## src/rtl/reg_file_ctrl.sv

```systemverilog
// Byte-command sequencer: decodes RX write/read frames, drives the 8x16 register file and returns read data over TX.
// Optional build macro REGCTRL_ADDR_CHECK_EN rejects frame addresses >= DEPTH.
module reg_file_ctrl #(
  parameter int         DATA_WIDTH = 16,
  parameter int         ADDR_WIDTH = 4,
  parameter int         DEPTH      = 8,
  parameter logic [7:0] WR_CMD     = 8'hAA,
  parameter logic [7:0] RD_CMD     = 8'hBB,
  parameter logic [7:0] ERR_CODE   = 8'hEE,
  parameter int         RD_TIMEOUT = 3
) (
  input  logic                  CLK,
  input  logic                  RST,
  input  logic [7:0]            RX_P_DATA,
  input  logic                  RX_D_VLD,
  output logic [DATA_WIDTH-1:0] WrData,
  output logic [ADDR_WIDTH-1:0] Address,
  output logic                  WrEn,
  output logic                  RdEn,
  input  logic [DATA_WIDTH-1:0] RdData,
  input  logic                  RdData_Valid,
  output logic [7:0]            TX_P_DATA,
  output logic                  TX_D_VLD,
  input  logic                  TX_BUSY,
  output logic                  CTRL_BUSY
);

  localparam int TO_W = (RD_TIMEOUT > 1) ? $clog2(RD_TIMEOUT) : 1;

`ifdef REGCTRL_ADDR_CHECK_EN
  localparam bit ADDR_CHECK = 1'b1;
`else
  localparam bit ADDR_CHECK = 1'b0;
`endif

  typedef enum logic [3:0] {
    IDLE, WR_ADDR, WR_DLO, WR_DHI, WR_EXEC,
    RD_ADDR, RD_EXEC, RD_WAIT,
    TX_LO, TX_GAP, TX_HI, TX_ERR
  } state_t;

  state_t                state, state_nxt;
  logic [ADDR_WIDTH-1:0] addr_q, addr_q_nxt;
  logic [7:0]            lo_q, lo_q_nxt;
  logic                  bad_q, bad_q_nxt;
  logic [DATA_WIDTH-1:0] rd_q, rd_q_nxt;
  logic [TO_W-1:0]       to_cnt, to_cnt_nxt;

  logic [DATA_WIDTH-1:0] wr_data_nxt;
  logic [ADDR_WIDTH-1:0] address_nxt;
  logic                  wr_en_nxt, rd_en_nxt, tx_vld_nxt;
  logic [7:0]            tx_data_nxt;

  logic [ADDR_WIDTH-1:0] rx_addr;
  logic                  addr_bad;
  logic                  timeout;

  // Address bytes are truncated; the range check only has effect when the macro is defined.
  assign rx_addr  = RX_P_DATA[ADDR_WIDTH-1:0];
  assign addr_bad = ADDR_CHECK && (32'(RX_P_DATA) >= 32'(DEPTH));
  assign timeout  = (to_cnt == TO_W'(RD_TIMEOUT - 1));

  always_ff @(posedge CLK or negedge RST) begin
    if (!RST) state <= IDLE;
    else      state <= state_nxt;
  end

  always_comb begin
    state_nxt = state;
    case (state)
      IDLE: begin
        if (RX_D_VLD && (RX_P_DATA == WR_CMD))      state_nxt = WR_ADDR;
        else if (RX_D_VLD && (RX_P_DATA == RD_CMD)) state_nxt = RD_ADDR;
      end
      WR_ADDR: if (RX_D_VLD) state_nxt = WR_DLO;
      WR_DLO:  if (RX_D_VLD) state_nxt = WR_DHI;
      WR_DHI:  if (RX_D_VLD) state_nxt = WR_EXEC;
      WR_EXEC: state_nxt = IDLE;
      RD_ADDR: if (RX_D_VLD) state_nxt = addr_bad ? TX_ERR : RD_EXEC;
      RD_EXEC: state_nxt = RD_WAIT;
      RD_WAIT: begin
        if (RdData_Valid) state_nxt = TX_LO;
        else if (timeout) state_nxt = TX_ERR;
      end
      TX_LO:   if (!TX_BUSY) state_nxt = TX_GAP;
      // The serializer only raises TX_BUSY the cycle after a strobe, so this cycle skips the check.
      TX_GAP:  state_nxt = TX_HI;
      TX_HI:   if (!TX_BUSY) state_nxt = IDLE;
      TX_ERR:  if (!TX_BUSY) state_nxt = IDLE;
      default: state_nxt = IDLE;
    endcase
  end

  always_comb begin
    addr_q_nxt  = addr_q;
    lo_q_nxt    = lo_q;
    bad_q_nxt   = bad_q;
    rd_q_nxt    = rd_q;
    to_cnt_nxt  = to_cnt;
    wr_data_nxt = WrData;
    address_nxt = Address;
    tx_data_nxt = TX_P_DATA;
    wr_en_nxt   = 1'b0;
    rd_en_nxt   = 1'b0;
    tx_vld_nxt  = 1'b0;
    case (state)
      WR_ADDR: begin
        if (RX_D_VLD) begin
          addr_q_nxt = rx_addr;
          bad_q_nxt  = addr_bad;
        end
      end
      WR_DLO: if (RX_D_VLD) lo_q_nxt = RX_P_DATA;
      WR_DHI: begin
        if (RX_D_VLD && !bad_q) begin
          wr_en_nxt   = 1'b1;
          wr_data_nxt = DATA_WIDTH'({RX_P_DATA, lo_q});
          address_nxt = addr_q;
        end
      end
      RD_ADDR: begin
        if (RX_D_VLD) begin
          addr_q_nxt = rx_addr;
          if (!addr_bad) begin
            rd_en_nxt   = 1'b1;
            address_nxt = rx_addr;
          end
        end
      end
      RD_EXEC: to_cnt_nxt = '0;
      RD_WAIT: begin
        if (RdData_Valid) rd_q_nxt = RdData;
        else              to_cnt_nxt = to_cnt + TO_W'(1);
      end
      TX_LO: begin
        if (!TX_BUSY) begin
          tx_vld_nxt  = 1'b1;
          tx_data_nxt = rd_q[7:0];
        end
      end
      TX_HI: begin
        if (!TX_BUSY) begin
          tx_vld_nxt  = 1'b1;
          tx_data_nxt = rd_q[DATA_WIDTH-1 -: 8];
        end
      end
      TX_ERR: begin
        if (!TX_BUSY) begin
          tx_vld_nxt  = 1'b1;
          tx_data_nxt = ERR_CODE;
        end
      end
      default: ;
    endcase
  end

  // Outputs are registered from next-state values so strobes line up with their state cycle.
  always_ff @(posedge CLK or negedge RST) begin
    if (!RST) begin
      addr_q    <= '0;
      lo_q      <= '0;
      bad_q     <= 1'b0;
      rd_q      <= '0;
      to_cnt    <= '0;
      WrData    <= '0;
      Address   <= '0;
      WrEn      <= 1'b0;
      RdEn      <= 1'b0;
      TX_P_DATA <= '0;
      TX_D_VLD  <= 1'b0;
      CTRL_BUSY <= 1'b0;
    end else begin
      addr_q    <= addr_q_nxt;
      lo_q      <= lo_q_nxt;
      bad_q     <= bad_q_nxt;
      rd_q      <= rd_q_nxt;
      to_cnt    <= to_cnt_nxt;
      WrData    <= wr_data_nxt;
      Address   <= address_nxt;
      WrEn      <= wr_en_nxt;
      RdEn      <= rd_en_nxt;
      TX_P_DATA <= tx_data_nxt;
      TX_D_VLD  <= tx_vld_nxt;
      CTRL_BUSY <= (state_nxt != IDLE);
    end
  end

endmodule

```

## config.mk

```make
export PLATFORM = sky130hd
export DESIGN_NAME = reg_file_ctrl
export DESIGN_NICKNAME = d
export VERILOG_FILES = /design/src/rtl/reg_file_ctrl.sv
export SDC_FILE = /design/constraint.sdc
export NUM_CORES = 1
export LEC_CHECK = 0
export CAP_MARGIN = 20
export CORE_MARGIN = 2
export CORE_UTILIZATION = 45
export CTS_CLUSTER_SIZE = 16
export DETAILED_ROUTE_END_ITERATION = 7
export PLACE_DENSITY_LB_ADDON = 0.25
export SYNTH_ARGS = -nofsm -noshare
export SYNTH_HDL_FRONTEND = slang
export SYNTH_SLANG_ARGS = --single-unit
export TNS_END_PERCENT = 10
```

## constraint.sdc

```tcl
create_clock -name CLK -period 3.3 [get_ports CLK]
set_clock_uncertainty 0.15 [all_clocks]
set_input_delay 0.825 -clock CLK [delete_from_list [all_inputs] [get_ports CLK]]
set_output_delay 0.825 -clock CLK [all_outputs]
set_load 0.05 [all_outputs]
```

==> results.cfg <==
[route]
drt_first_iter_violations = 58
wl_per_cell_microns = 14.7
vias = 2027
drc = 0
maxUsedRoutingLayer = met4
avgViaCountPerCell = 5.26
met3_wirelength_microns = 343
drt-total-wl_mm = 5.65
dr.pass1.iters = 4
route.antenna.remaining_nets = 0
wl_met1_mm = 2.61
route.met2.wl_mm = 2.58

[pwr]
power-per-cell-area_nw_per_um2 = 1040
power.switching_fraction_pct = 41.9
share_seq_of_total_power_pct = 38.0
p_int_uw = 2200
power_leakage_uw = 0.00165
power.switching_uw = 1590
comb_power_share_pct = 44.5
ir_worst_vdd_mv = 0.523
p_clk_share_pct = 17.5

[floorplanning]
die_area_sq_um = 6880
pin_count = 61
initial_core_util_pct = 46.8
design.core.area_sq_um = 5990
die_w_microns = 83.0
std_cell_rows = 28
overall_die_height_microns = 83.0

[sta]
max_slew.worst_pin.slew_ns = 0.702
setup_total_negative_slack_ns = 0
max_slew_margin_pct = 53.2
grt_setup_unrepaired = false
max_clock_freq_mhz = 398
fin_worst_hold_slack_ns = 0.326
final_min_period_over_clock_period_pct = 76.1
final_hold_viol_count = 0
finalSetupViolCount = 0
slew_viol_final = 0
crit_path_time_final_ns = 2.51

[setup_path]
worst-endpoint-required_ns = 3.38
crit-reg2reg-capture = rd_q[7]
rr_startpoint = state[1]
setup.worst_path.end_class = flop
crit_path_start_kind = input port
reg2reg_setup_slack_ns = 1.14
setup.worst_path.class = in2reg
cp_data_arrival_time_ns = 2.59
cp_max_fo = 12
r2r_cells = 2

[layout]
layout-drive-gt1-share_pct = 15.8
area_growth_pct = 30.3
n_antenna_cell = 0
final_nets = 335
postLayoutCoreUtil_pct = 61.0
fillerInstances = 495

[clocking]
cts_hold_buffers = 0
cts_inserted_buffers = 9
postCtsSetupRepairBufs = 0
clock_tree_buffer_depth = 2
cts.clk_slew.worst_paths_ns = 0.07
cts.root.buffer_cell = sky130_fd_sc_hd__clkbuf_8
worstSkewPairLatency_ns = 0.34
tritoncts = built
tritoncts_num_sinks = 66
cts.htree.levels = 3
cts_resized = 0

[global_routing]
global_route.overflow_total = 0
gr-usage-all-layers_pct = 17.4
grt_max_degree = 37
antenna_violations_before_repair = 0
first_pass_grt_wire_length_mm = 9.49
grt_pass1_vias = 1948

[hold_path]
timing.hold.worst.class = reg2reg
min_delay_worst_endpoint = WrData[4]
hold_crit_depth = 2
worst_hold_startpoint = lo_q[4]

[synthesis]
postSynthAreaPerCell_sq_um = 11.5
syn-cell-area_sq_um = 2810
postSynthRegisterBits = 66
portion_of_the_post_synthesis_area_used_by_sequential_elements_pct = 58.8
post_synthesis_cells = 245
ys.warnings.count = 0
post_synth_num_cell_types = 37
postSynthNetCount = 275

[job]
max_cap_viols = 0

[place]
place.gp.congestion = 0.818
port_buffers = 60
post-dp-hpwl_mm = 3.91

[status]
outcome = finished clean
## layout by cell type (no fill, tap or decap), types with 4 or more instances in the layout
master                             n
sky130_fd_sc_hd__mux2_2           25
sky130_fd_sc_hd__dfrtp_1          66
sky130_fd_sc_hd__o21ai_1           9
sky130_fd_sc_hd__nor2b_1           4
sky130_fd_sc_hd__o21ai_0           4
sky130_fd_sc_hd__a21oi_1           8
sky130_fd_sc_hd__nand2_1          41
sky130_fd_sc_hd__clkdlybuf4s50_1  59
sky130_fd_sc_hd__mux2_1           11
sky130_fd_sc_hd__clkbuf_8          9
sky130_fd_sc_hd__o22ai_1          12
sky130_fd_sc_hd__nor2_1           13
## cell usage after synthesis, drive strengths merged
library cell	n	area (sq um)
a31oi	3	18.8
a22oi	2	15.0
nor4	1	6.26
nand3	3	15.0
and2b	1	10.0
a211o	1	8.76
or3	2	12.5
nand4	4	37.5
clkbuf	2	7.51
o22ai	12	75.1
and2	4	25.0
nor2b	4	25.0
o21ai	13	65.1
a21oi	8	40.0
mux2	36	405
xnor2	1	8.76
o31ai	1	7.51
nand2b	2	12.5
a32o	1	10.0
nand4b	1	8.76
nand2	41	154
ha	1	12.5
a22o	2	17.5
a31o	1	8.76
nor2	13	48.8
buf	11	53.8
nor3b	1	7.51
inv	5	18.8
a21o	1	7.51
or4bb	1	11.3
dfrtp	66	1650
## worst max path at each step
stage                 start  slack (ns)  cells past startpoint   endpoint
6_report           RX_D_VLD        0.79                      4    lo_q[6]
5_1_grt            RX_D_VLD        0.59                      6  CTRL_BUSY
4_1_cts           WrData[8]        0.78                      1  WrData[8]
3_5_place_dp       RX_D_VLD        0.42                      4    lo_q[6]
3_3_place_gp       RX_D_VLD        0.52                      4    lo_q[5]
2_1_floorplan  RdData_Valid        1.08                      6  CTRL_BUSY
## stage by stage
step	instance area [sq um]	instances	setup slack, ns	total power, uW
detailed placement	3460	369	0.418	3150
floorplan	2810	245	1.08	2600
global placement	3460	369	0.519	3110
finish	3660	385	0.789	3790
global route	3660	385	0.590	4010
CTS	3660	385	0.780	3830
## flip-flops by register name, indices dropped and copies added, names as in the netlist
signal,flops
Address,4
CTRL_BUSY,1
RdEn,1
TX_D_VLD,1
TX_P_DATA,8
WrData,16
WrEn,1
addr_q,4
lo_q,8
rd_q,16
state,4
to_cnt,2
## cells by family after synthesis
family	count (synthesis)	share of synthesized area [%]
AND/OR/NAND/NOR	78	13.3
adder cells (fa/ha/maj)	1	0.446
multiplexers	36	14.4
XOR/XNOR	1	0.312
buffers and inverters	18	2.85
AO/OA/AOI/OAI	45	9.76
flip-flops	66	58.8
## power groups by stage
stage	registers, uW	clock network, uW	logic, uW
6_report	1440	663	1690
5_1_grt	1490	719	1800
4_1_cts	1440	682	1710
3_5_place_dp	1450	0	1700
3_3_place_gp	1440	0	1670
2_1_floorplan	1980	0	617
## cell type report
| cell class | instances | area [sq um] | share of cell area, % |
|---|---|---|---|
| Tap cell | 75 | 93.8 | 2.57 |
| Sequential cell | 66 | 1650 | 45.2 |
| Clock buffer | 10 | 128 | 3.49 |
| Clock inverter | 6 | 67.6 | 1.85 |
| Inverter | 5 | 18.8 | 0.513 |
| Multi-Input combinational cell | 161 | 1070 | 29.4 |
| Timing Repair Buffer | 62 | 623 | 17.0 |
## routing by layer
layer,vias to the layer above,track usage (%)
li1,979,-
met1,980,23.6
met2,59,24.7
met3,9,6.16
met4,0,8.49
met5,-,0
## critical path: stages
cell and delay (ns):
sky130_fd_sc_hd__clkdlybuf4s50_1 0.73, sky130_fd_sc_hd__nor3b_1 0.38, sky130_fd_sc_hd__nand2_1 0.30, sky130_fd_sc_hd__mux2_2 0.36
(Power assumes the default switching activity.)
